$ cat src/rtl/muldiv_pkg.sv
// Shared types for the iterative multiply/divide engine: FSM states, op encodings
// and a state-decode helper used by muldiv_unit.
package muldiv_pkg;

  typedef enum logic [1:0] {
    IDLE = 2'd0,
    CALC = 2'd1,
    FIX  = 2'd2,
    DONE = 2'd3
  } state_e;

  localparam logic OP_MULT = 1'b0;
  localparam logic OP_DIV  = 1'b1;

  function automatic logic is_busy_state(input state_e s);
    return (s == CALC) || (s == FIX);
  endfunction

endpackage

$ cat src/rtl/muldiv_iter.sv
// Single iteration of the muldiv datapath: one shift-add step for multiply
// (LSB first) or one restoring trial-subtract step for divide (MSB first).
module muldiv_iter
  import muldiv_pkg::*;
#(
  parameter int WIDTH = 32
) (
  input  logic               op,
  input  logic [2*WIDTH-1:0] acc,
  input  logic [WIDTH:0]     rem,
  input  logic [WIDTH-1:0]   opnd,
  output logic [2*WIDTH-1:0] acc_nx,
  output logic [WIDTH:0]     rem_nx
);

  logic [WIDTH:0]   sum_s;
  logic [WIDTH:0]   shifted_s;
  logic [WIDTH+1:0] diff_s;
  logic             qbit_s;
  logic             unused_rem_msb_s;

  // The remainder never exceeds the divisor, so its top bit only serves the trial subtract width.
  assign unused_rem_msb_s = rem[WIDTH];

  // One datapath step selected by the latched operation
  always_comb begin
    sum_s     = {1'b0, acc[2*WIDTH-1:WIDTH]} + (acc[0] ? {1'b0, opnd} : {(WIDTH+1){1'b0}});
    shifted_s = {rem[WIDTH-1:0], acc[WIDTH-1]};
    diff_s    = {1'b0, shifted_s} - {2'b00, opnd};
    qbit_s    = 1'b0;
    acc_nx    = acc;
    rem_nx    = rem;
    if (op == OP_MULT) begin
      acc_nx = {sum_s, acc[WIDTH-1:1]};
      rem_nx = rem;
    end else begin
      if (diff_s[WIDTH+1]) begin
        qbit_s = 1'b0;
        rem_nx = shifted_s;
      end else begin
        qbit_s = 1'b1;
        rem_nx = diff_s[WIDTH:0];
      end
      acc_nx = {acc[2*WIDTH-1:WIDTH], acc[WIDTH-2:0], qbit_s};
    end
  end

endmodule

$ cat src/rtl/muldiv_unit.sv
// Iterative multiply/divide engine with start/busy/done handshake and HI/LO results.
// Signed operation is available when MULDIV_SIGNED_EN is defined; otherwise all ops are unsigned.
module muldiv_unit
  import muldiv_pkg::*;
#(
  parameter int WIDTH = 32,
  parameter int CNT_W = $clog2(WIDTH + 1)
) (
  input  logic             clk,
  input  logic             reset,
  input  logic             start,
  input  logic             op,
  input  logic             sgn,
  input  logic [WIDTH-1:0] a_in,
  input  logic [WIDTH-1:0] b_in,
  output logic             busy,
  output logic             done,
  output logic             div_zero,
  output logic [WIDTH-1:0] hi,
  output logic [WIDTH-1:0] lo
);

  state_e               state_r, state_nx_s;
  logic                 busy_r, done_r, busy_nx_s, done_nx_s;
  logic                 div_zero_r, op_r, neg_a_r, neg_b_r;
  logic [CNT_W-1:0]     cnt_r;
  logic [WIDTH-1:0]     opnd_r, hi_r, lo_r;
  logic [2*WIDTH-1:0]   acc_r, acc_nx_s;
  logic [WIDTH:0]       rem_r, rem_nx_s;
  logic                 accept_s, dz_s, last_s, neg_a_s, neg_b_s;
  logic [WIDTH-1:0]     abs_a_s, abs_b_s, quo_fix_s, rem_fix_s;
  logic [2*WIDTH-1:0]   prod_fix_s;

  assign accept_s = (state_r == IDLE) && start;
  assign dz_s     = (op == OP_DIV) && (b_in == {WIDTH{1'b0}});
  assign last_s   = (cnt_r == CNT_W'(WIDTH - 1));

`ifdef MULDIV_SIGNED_EN
  assign neg_a_s    = sgn & a_in[WIDTH-1];
  assign neg_b_s    = sgn & b_in[WIDTH-1];
  assign abs_a_s    = neg_a_s ? -a_in : a_in;
  assign abs_b_s    = neg_b_s ? -b_in : b_in;
  assign prod_fix_s = (neg_a_r ^ neg_b_r) ? -acc_r : acc_r;
  assign quo_fix_s  = (neg_a_r ^ neg_b_r) ? -acc_r[WIDTH-1:0] : acc_r[WIDTH-1:0];
  // Remainder follows the dividend's sign
  assign rem_fix_s  = neg_a_r ? -rem_r[WIDTH-1:0] : rem_r[WIDTH-1:0];
`else
  logic unused_sign_s;
  assign neg_a_s       = 1'b0;
  assign neg_b_s       = 1'b0;
  assign abs_a_s       = a_in;
  assign abs_b_s       = b_in;
  assign prod_fix_s    = acc_r;
  assign quo_fix_s     = acc_r[WIDTH-1:0];
  assign rem_fix_s     = rem_r[WIDTH-1:0];
  assign unused_sign_s = sgn ^ neg_a_r ^ neg_b_r;
`endif

  muldiv_iter #(.WIDTH(WIDTH)) u_iter (
    .op     (op_r),
    .acc    (acc_r),
    .rem    (rem_r),
    .opnd   (opnd_r),
    .acc_nx (acc_nx_s),
    .rem_nx (rem_nx_s)
  );

  // State register and registered handshake flags
  always_ff @(posedge clk) begin
    if (reset) begin
      state_r <= IDLE;
      busy_r  <= 1'b0;
      done_r  <= 1'b0;
    end else begin
      state_r <= state_nx_s;
      busy_r  <= busy_nx_s;
      done_r  <= done_nx_s;
    end
  end

  // Next-state logic; a start seen outside IDLE is dropped
  always_comb begin
    state_nx_s = state_r;
    case (state_r)
      IDLE:    state_nx_s = start ? (dz_s ? DONE : CALC) : IDLE;
      CALC:    state_nx_s = last_s ? FIX : CALC;
      FIX:     state_nx_s = DONE;
      DONE:    state_nx_s = IDLE;
      default: state_nx_s = IDLE;
    endcase
  end

  // Flag values for the upcoming state, registered above
  always_comb begin
    busy_nx_s = is_busy_state(state_nx_s);
    done_nx_s = (state_nx_s == DONE);
  end

  // Operand latch, iteration registers and result write-back
  always_ff @(posedge clk) begin
    if (reset) begin
      op_r       <= OP_MULT;
      neg_a_r    <= 1'b0;
      neg_b_r    <= 1'b0;
      cnt_r      <= {CNT_W{1'b0}};
      opnd_r     <= {WIDTH{1'b0}};
      acc_r      <= {(2*WIDTH){1'b0}};
      rem_r      <= {(WIDTH+1){1'b0}};
      div_zero_r <= 1'b0;
      hi_r       <= {WIDTH{1'b0}};
      lo_r       <= {WIDTH{1'b0}};
    end else if (accept_s) begin
      op_r       <= op;
      neg_a_r    <= neg_a_s;
      neg_b_r    <= neg_b_s;
      cnt_r      <= {CNT_W{1'b0}};
      opnd_r     <= (op == OP_DIV) ? abs_b_s : abs_a_s;
      acc_r      <= {{WIDTH{1'b0}}, ((op == OP_DIV) ? abs_a_s : abs_b_s)};
      rem_r      <= {(WIDTH+1){1'b0}};
      div_zero_r <= dz_s;
    end else if (state_r == CALC) begin
      acc_r <= acc_nx_s;
      rem_r <= rem_nx_s;
      cnt_r <= cnt_r + {{(CNT_W-1){1'b0}}, 1'b1};
    end else if (state_r == FIX) begin
      if (op_r == OP_MULT) begin
        hi_r <= prod_fix_s[2*WIDTH-1:WIDTH];
        lo_r <= prod_fix_s[WIDTH-1:0];
      end else begin
        hi_r <= rem_fix_s;
        lo_r <= quo_fix_s;
      end
    end
  end

  assign busy     = busy_r;
  assign done     = done_r;
  assign div_zero = div_zero_r;
  assign hi       = hi_r;
  assign lo       = lo_r;

endmodule
$ cat config.mk
export PLATFORM = sky130hd
export DESIGN_NAME = muldiv_unit
export DESIGN_NICKNAME = d
export VERILOG_FILES = /design/src/rtl/muldiv_pkg.sv /design/src/rtl/muldiv_iter.sv /design/src/rtl/muldiv_unit.sv
export SDC_FILE = /design/constraint.sdc
export NUM_CORES = 1
export LEC_CHECK = 0
export CELL_PAD_IN_SITES_DETAIL_PLACEMENT = 0
export CELL_PAD_IN_SITES_GLOBAL_PLACEMENT = 1
export CORE_MARGIN = 3
export CORE_UTILIZATION = 40
export CTS_BUF_LIST = sky130_fd_sc_hd__clkbuf_4
export DETAILED_ROUTE_END_ITERATION = 16
export GPL_TIMING_DRIVEN = 1
export HOLD_SLACK_MARGIN = 0.02
export PLACE_DENSITY = 0.85
export SKIP_CTS_REPAIR_TIMING = 1
export SYNTH_ARGS = -nofsm -noshare
export SYNTH_HDL_FRONTEND = slang
export SYNTH_SLANG_ARGS = --single-unit
$ cat constraint.sdc
create_clock -name clk -period 4.3 [get_ports clk]
set_clock_uncertainty 0.15 [all_clocks]
set_input_delay 0.645 -clock clk [delete_from_list [all_inputs] [get_ports clk]]
set_output_delay 0.645 -clock clk [all_outputs]
set_load 0.01 [all_outputs]
==> impl_metrics.yaml, run 1 <==
run_status:
  status: "completed"
pwr:
  finalPower_mw: 4.59
  clockPowerShare: 0.389
  combinationalPowerShare: 0.165
  p_per_area_nw_per_um2: 314
  seqPwrFrac: 0.447
  cellLeakagePower_nw: 5.63
  swShare: 0.298
  peakVddDrop_uv: 183
  p_int_mw: 3.23
  p_switching_mw: 1.37
placement:
  numPlacedInstances: 1912
  place_ws_ps: 703
  hpwl_mm: 24.8
  portBuffers: 134
  place_congestion: 0.922
synthesis:
  synthTopCellsByArea: "dfxtp_1 (33%), mux2i_1 (12%), ha_1 (6.7%)"
  yosysUniqueCellTypes: 70
  async_flop_share: 0
  synth_top_area_frac: 0.331
  syn-cell-area_um2: 12300
  synth_nets: 1604
  synth_flop_cell: "dfxtp_1"
  synth_top_cells_by_count: "dfxtp_1 (204), mux2i_1 (152), nand2_1 (142)"
  syn_avg_cell_area_um2: 8.40
  synth.most_common_cell: "dfxtp_1"
  netlist_instances: 1467
  synth-seq-area-share: 0.331
  synth_warnings: 0
  yosys.area.top_type: "dfxtp_1"
  synth_edf_count: 0
  ys_ff_latch: 204
route:
  drc: 0
  vias: 11074
  viasPerCell: 5.50
  antenna_left: 0
  wire_per_inst_um: 17.2
  firstDrtPassIters: 5
  drt_iter0_drc: 664
  routed_wl_mm: 34.6
floorplanning:
  design.core.area_um2: 30000
  die_area_um2: 33000
  fp.dieH_um: 182
  die_x_um: 182
  start_util: 0.410
  ioPinCount: 136
  rows: 63
sta:
  worst_slack_ps: 681
  finalHoldViolations: 0
  rsz0062_at_grt: "no"
  fin_setup_tns_ps: 0
  drv_slew: 0
  max_freq_ghz: 0.276
  setup_viol: 0
  slew-limit-headroom: 0.321
  period_share: 0.842
  post-route-min-period_ps: 3620
  worst_pin_slew_ps: 1020
critical_path:
  crit_top_cell: "inv_1"
  critPathBufInv: 2
  startpoint_type: "flop"
  max_stage_delay_ps: 440
  worstPathRequired_ps: 4800
  rrSetupSlack_ps: 680
  crit_family: "compound AO/OA/AOI/OAI gates"
  cp-startpoint: "acc_r[31]$_SDFFE_PP0P_"
  crit_end: "rem_r[30]$_SDFFE_PP0P_"
  worstReg2RegEnd: "rem_r[30]$_SDFFE_PP0P_"
  rr_worst_depth: 13
  crit_chain: "inv_1, ha_1, inv_1, fa_1, a211oi_1, o21bai_1, o41ai_2, a21boi_1, o2111ai_1, a31oi_1, a221oi_2, mux2_4, a21oi_2"
  r2r-start: "acc_r[31]$_SDFFE_PP0P_"
  cp-end-kind: "flop"
  arrival_ps: 4120
  crit_fanout: 5
  cp.depth: 13
  slowest_stage: "fa_1"
  worstSetupPathType: "reg2reg"
min_path:
  hp-class: "reg2reg"
cells_and_area:
  instances_no_fill: 2015
  drive_gt1_frac: 0.0800
  nFillCells: 2870
  utilization: 0.487
  final_nets: 1717
  area.growth.synth_to_final_pct: 18.7
clock_network:
  insertion_delay_ps: 710
  cts_sinks: 204
  clockRootBuffer: "clkbuf_4"
  cts_buffers: 56
  clock_path_buffers: 3
  clkSlewWorstSetupHoldPaths_ps: 70
  cts_tree: "yes"
  cts.htree.levels: 2
global_route:
  grt.overflow.total: 0
  first_global_vias: 10785
  grt_start_max_net_pins: 89
  grt_pass1_wl_mm: 55.8
  grt_util_all_layers: 0.202
  antenna_found_initial: 1
job:
  maxCapViolCount: 0
placed cells by master, fill, tap and decap left out, drive strengths merged, types with 6 or more instances in the layout:
cell	netlist	final
a31oi	6	6
nand4	13	13
o21ai	56	56
xnor2	30	30
nor2	130	130
a21oi	119	119
nand2	142	142
o211ai	7	7
and2	37	37
nor3	14	14
clkinv	0	19
o21bai	6	6
nor4	12	12
xor2	24	24
a211oi	105	105
ha	66	66
clkdlybuf4s50	0	132
a221oi	22	22
mux2i	152	152
o21a	32	32
nand2b	9	9
nand3	34	34
a211o	6	6
nor2b	10	10
clkbuf	65	82
buf	31	19
dfxtp	204	204
inv	47	47
a21o	31	31
through the flow:
| step | hold WS (ps) | instance area [µm²] |
|---|---|---|
| floorplan | 294 | 12300 |
| global placement | 295 | 13900 |
| detailed placement | 298 | 13900 |
| CTS | 278 | 14600 |
| global route | 328 | 14600 |
| finish | 303 | 14600 |
power groups by stage:
stage / clock network (mW) / registers (mW) / logic [mW]
4_1_cts: 1.84 / 2.05 / 0.756
5_1_grt: 1.94 / 2.06 / 0.836
3_5_place_dp: 0 / 2.09 / 0.751
6_report: 1.79 / 2.05 / 0.757
2_1_floorplan: 0 / 2.04 / 0.565
3_3_place_gp: 0 / 2.09 / 0.742
state kept, by name, summed over array words and instances, names as in the netlist:
| name | count |
|---|---|
| lo | 32 |
| opnd_r | 32 |
| done | 1 |
| cnt_r | 6 |
| div_zero | 1 |
| op_r | 1 |
| rem_r | 32 |
| acc_r | 64 |
| busy | 1 |
| state_r | 2 |
| hi | 32 |
cells by family (layout without fill, tap and decap cells):
logic type / Yosys count / count (layout) / synth area share
AOI/OAI and AO/OA: 426 / 426 / 0.233
and+or+nand+nor: 418 / 418 / 0.155
DFF: 204 / 204 / 0.331
muxes: 154 / 154 / 0.126
buffers and inverters: 143 / 300 / 0.0470
adders and majority gates: 68 / 68 / 0.0702
xor gates and xnor gates: 54 / 54 / 0.0384
other: 0 / 1 / 0
routing by layer:
| metal | global-route usage | wire length (µm) | share of wire |
|---|---|---|---|
| met1 | 0.278 | 16500 | 0.48 |
| met2 | 0.322 | 15400 | 0.44 |
| met3 | 0.0393 | 1910 | 0.055 |
| met4 | 0.0606 | 775 | 0.022 |
| met5 | 0 | 0 | 0 |
layout make-up:
type,instances,area (µm²),area share
clock buffers,82,616,0.0421
clock inverters,20,113,0.00769
diodes,1,2.50,0.000171
inverters,47,176,0.0121
well taps,390,488,0.0333
repair buffers,151,1480,0.101
multi-input cells,1120,7680,0.525
flip-flops and latches,204,4090,0.279
worst min-delay path: cells and delay by family, from the launching register on:
family	cells	cell delay (ps)
compound gates	1	50
flops	1	310
simple gates	1	50
worst min-delay path by stage:
stage / from / to / slack, ps / depth (start not counted)
after detailed placement: lo[17]$_SDFFE_PP0P_ / lo[17]$_SDFFE_PP0P_ / 300 / 2
after global routing: lo[22]$_SDFFE_PP0P_ / lo[22]$_SDFFE_PP0P_ / 330 / 2
final: lo[0]$_SDFFE_PP0P_ / lo[0]$_SDFFE_PP0P_ / 300 / 2
after CTS: reset / lo[0]$_SDFFE_PP0P_ / 280 / 2
after floorplan: acc_r[60]$_SDFFE_PP0P_ / acc_r[60]$_SDFFE_PP0P_ / 290 / 2
after global placement: lo[0]$_SDFFE_PP0P_ / lo[0]$_SDFFE_PP0P_ / 300 / 2
Power figures use the tool's default switching activity.
==> inputs of run 2 (changes only) <==
--- a/config.mk
+++ b/config.mk
@@ -13,7 +13,7 @@
 export DETAILED_ROUTE_END_ITERATION = 16
 export GPL_TIMING_DRIVEN = 1
 export HOLD_SLACK_MARGIN = 0.02
-export PLACE_DENSITY = 0.85
+export PLACE_DENSITY = 0.88
 export SKIP_CTS_REPAIR_TIMING = 1
 export SYNTH_ARGS = -nofsm -noshare
 export SYNTH_HDL_FRONTEND = slang
==> constraint.sdc (replaced) <==
create_clock -name clk -period 3.1 [get_ports clk]
set_clock_uncertainty 0.15 [all_clocks]
set_input_delay 0.465 -clock clk [delete_from_list [all_inputs] [get_ports clk]]
set_output_delay 0.465 -clock clk [all_outputs]
set_load 0.01 [all_outputs]
==> impl_metrics.yaml, run 2 (synthesis gave the netlist of run 1 again) <==
clock_network:
  cts_buffers: 54
  clock_path_buffers: 3
  cts_tree: "yes"
  cts.htree.levels: 2
  clkSlewWorstSetupHoldPaths_ps: 60
  clockRootBuffer: "clkbuf_4"
  cts_sinks: 204
  insertion_delay_ps: 670
critical_path:
  slowest_stage: "o41ai_2"
  crit_fanout: 2
  worstPathRequired_ps: 3560
  worstSetupPathType: "reg2reg"
  cp-end-kind: "flop"
  critPathBufInv: 3
  cp.depth: 14
  rr_worst_depth: 14
  startpoint_type: "flop"
  crit_chain: "inv_2, ha_4, inv_2, fa_2, a211oi_2, o21bai_2, o41ai_2, buf_4, a21boi_4, o2111ai_2, a31oi_2, a221oi_2, mux2_4, a21oi_2"
  crit_top_cell: "inv_2"
  arrival_ps: 3650
  max_stage_delay_ps: 380
  crit_family: "compound AO/OA/AOI/OAI gates"
route:
  routed_wl_mm: 37.1
  vias: 11640
  firstDrtPassIters: 5
  viasPerCell: 5.55
  drc: 0
  antenna_left: 0
  wire_per_inst_um: 17.7
  drt_iter0_drc: 611
sta:
  max_freq_ghz: 0.313
  post-route-min-period_ps: 3200
  fin_setup_tns_ps: -156
  period_share: 1.03
  slew-limit-headroom: 0.426
  finalHoldViolations: 0
  rsz0062_at_grt: "yes"
  setup_viol: 4
  worst_slack_ps: -96.0
  worst_pin_slew_ps: 859
  drv_slew: 0
cells_and_area:
  final_cell_mix: "dfxtp_1 (198), mux2i_1 (152), nand2_1 (139)"
  nFillCells: 2745
  drive_gt1_frac: 0.162
  largest_reg_flops: 64
  utilization: 0.527
  final_nets: 1805
  layout_commonest_cell: "dfxtp_1"
  area.growth.synth_to_final_pct: 28.3
  largest-register: "acc_r"
global_route:
  grt_start_max_net_pins: 135
  grt_pass1_wl_mm: 58.6
  grt.overflow.total: 0
  antenna_found_initial: 1
  grt_util_all_layers: 0.212
  first_global_vias: 11388
placement:
  hpwl_mm: 26.3
  place_congestion: 0.926
  portBuffers: 134
run_status:
  violations: "negative setup slack"
  status: "finished, violations left"
job:
  maxCapViolCount: 0
floorplanning:
  design.core.area_um2: 30000
  ioPinCount: 136
  fp.dieH_um: 182
  die_area_um2: 33000
  die_x_um: 182
  rows: 63
  start_util: 0.410
pwr:
  cellLeakagePower_nw: 6.10
  p_per_area_nw_per_um2: 417
  peakVddDrop_uv: 253
min_path:
  min_path_cells: 3
  hp-class: "in2reg"
## run 2: cell count changes in the layout (fill, tap and decap cells not counted), moves of 5 or more
cell	delta
a21oi_1	-10
a21oi_2	+8
buf_4	+83
and2_4	+6
dfxtp_1	-5
ha_4	+10
and2_1	-5
ha_1	-13
o21ai_0	-5
## run 2: layout make-up
class                      instances  area [µm²]  area share
timing repair buffer             241        2240       0.142
clock buffer                      78         586      0.0370
antenna                            1        2.50    0.000158
inverter                          47         176      0.0112
multi-input combinational       1120        8090       0.511
sequential                       204        4100       0.259
clock inverter                    15         136     0.00862
tap                              390         488      0.0308
## run 2: worst paths after layout
path | startpoint | to | slack, ps
max | acc_r[31]$_SDFFE_PP0P_ | rem_r[30]$_SDFFE_PP0P_ | -100
min | op | op_r$_SDFFE_PP0P_ | 130
max reg2reg | acc_r[31]$_SDFFE_PP0P_ | rem_r[30]$_SDFFE_PP0P_ | -100
min reg2reg | lo[2]$_SDFFE_PP0P_ | lo[2]$_SDFFE_PP0P_ | 310
## run 2: power breakdown
part           switching, mW  internal (mW)  leakage, nW  total [mW]
Combinational          0.661          0.563         4.01        1.22
Clock                   1.13           1.40        0.422        2.52
Sequential             0.127           2.72         1.66        2.84
## run 2: routing by layer
| layer | wire length (µm) | track usage | up-vias |
|---|---|---|---|
| met5 | 0 | 0 | - |
| met4 | 930 | 0.0643 | 0 |
| met3 | 2220 | 0.0401 | 62 |
| met2 | 16600 | 0.336 | 336 |
| met1 | 17400 | 0.293 | 5471 |
| li1 | - | - | 5771 |
## run 2: per-stage QoR
stage	std cells	worst slack, ps	power [mW]	hold slack (ps)	instance area (µm²)
floorplan	1467	87.9	3.62	294	12300
global placement	1990	-171	4.01	293	14500
detailed placement	1990	-235	4.03	297	14500
CTS	2083	-226	6.57	91.6	15300
global route	2096	-275	6.92	97.1	15800
finish	2096	-96.0	6.59	133	15800
## run 2: tightest hold or removal path: cells and delay by family
family	cells	cell delay, ps
buf+inv	1	230
compound gates	1	60
simple gates	1	130
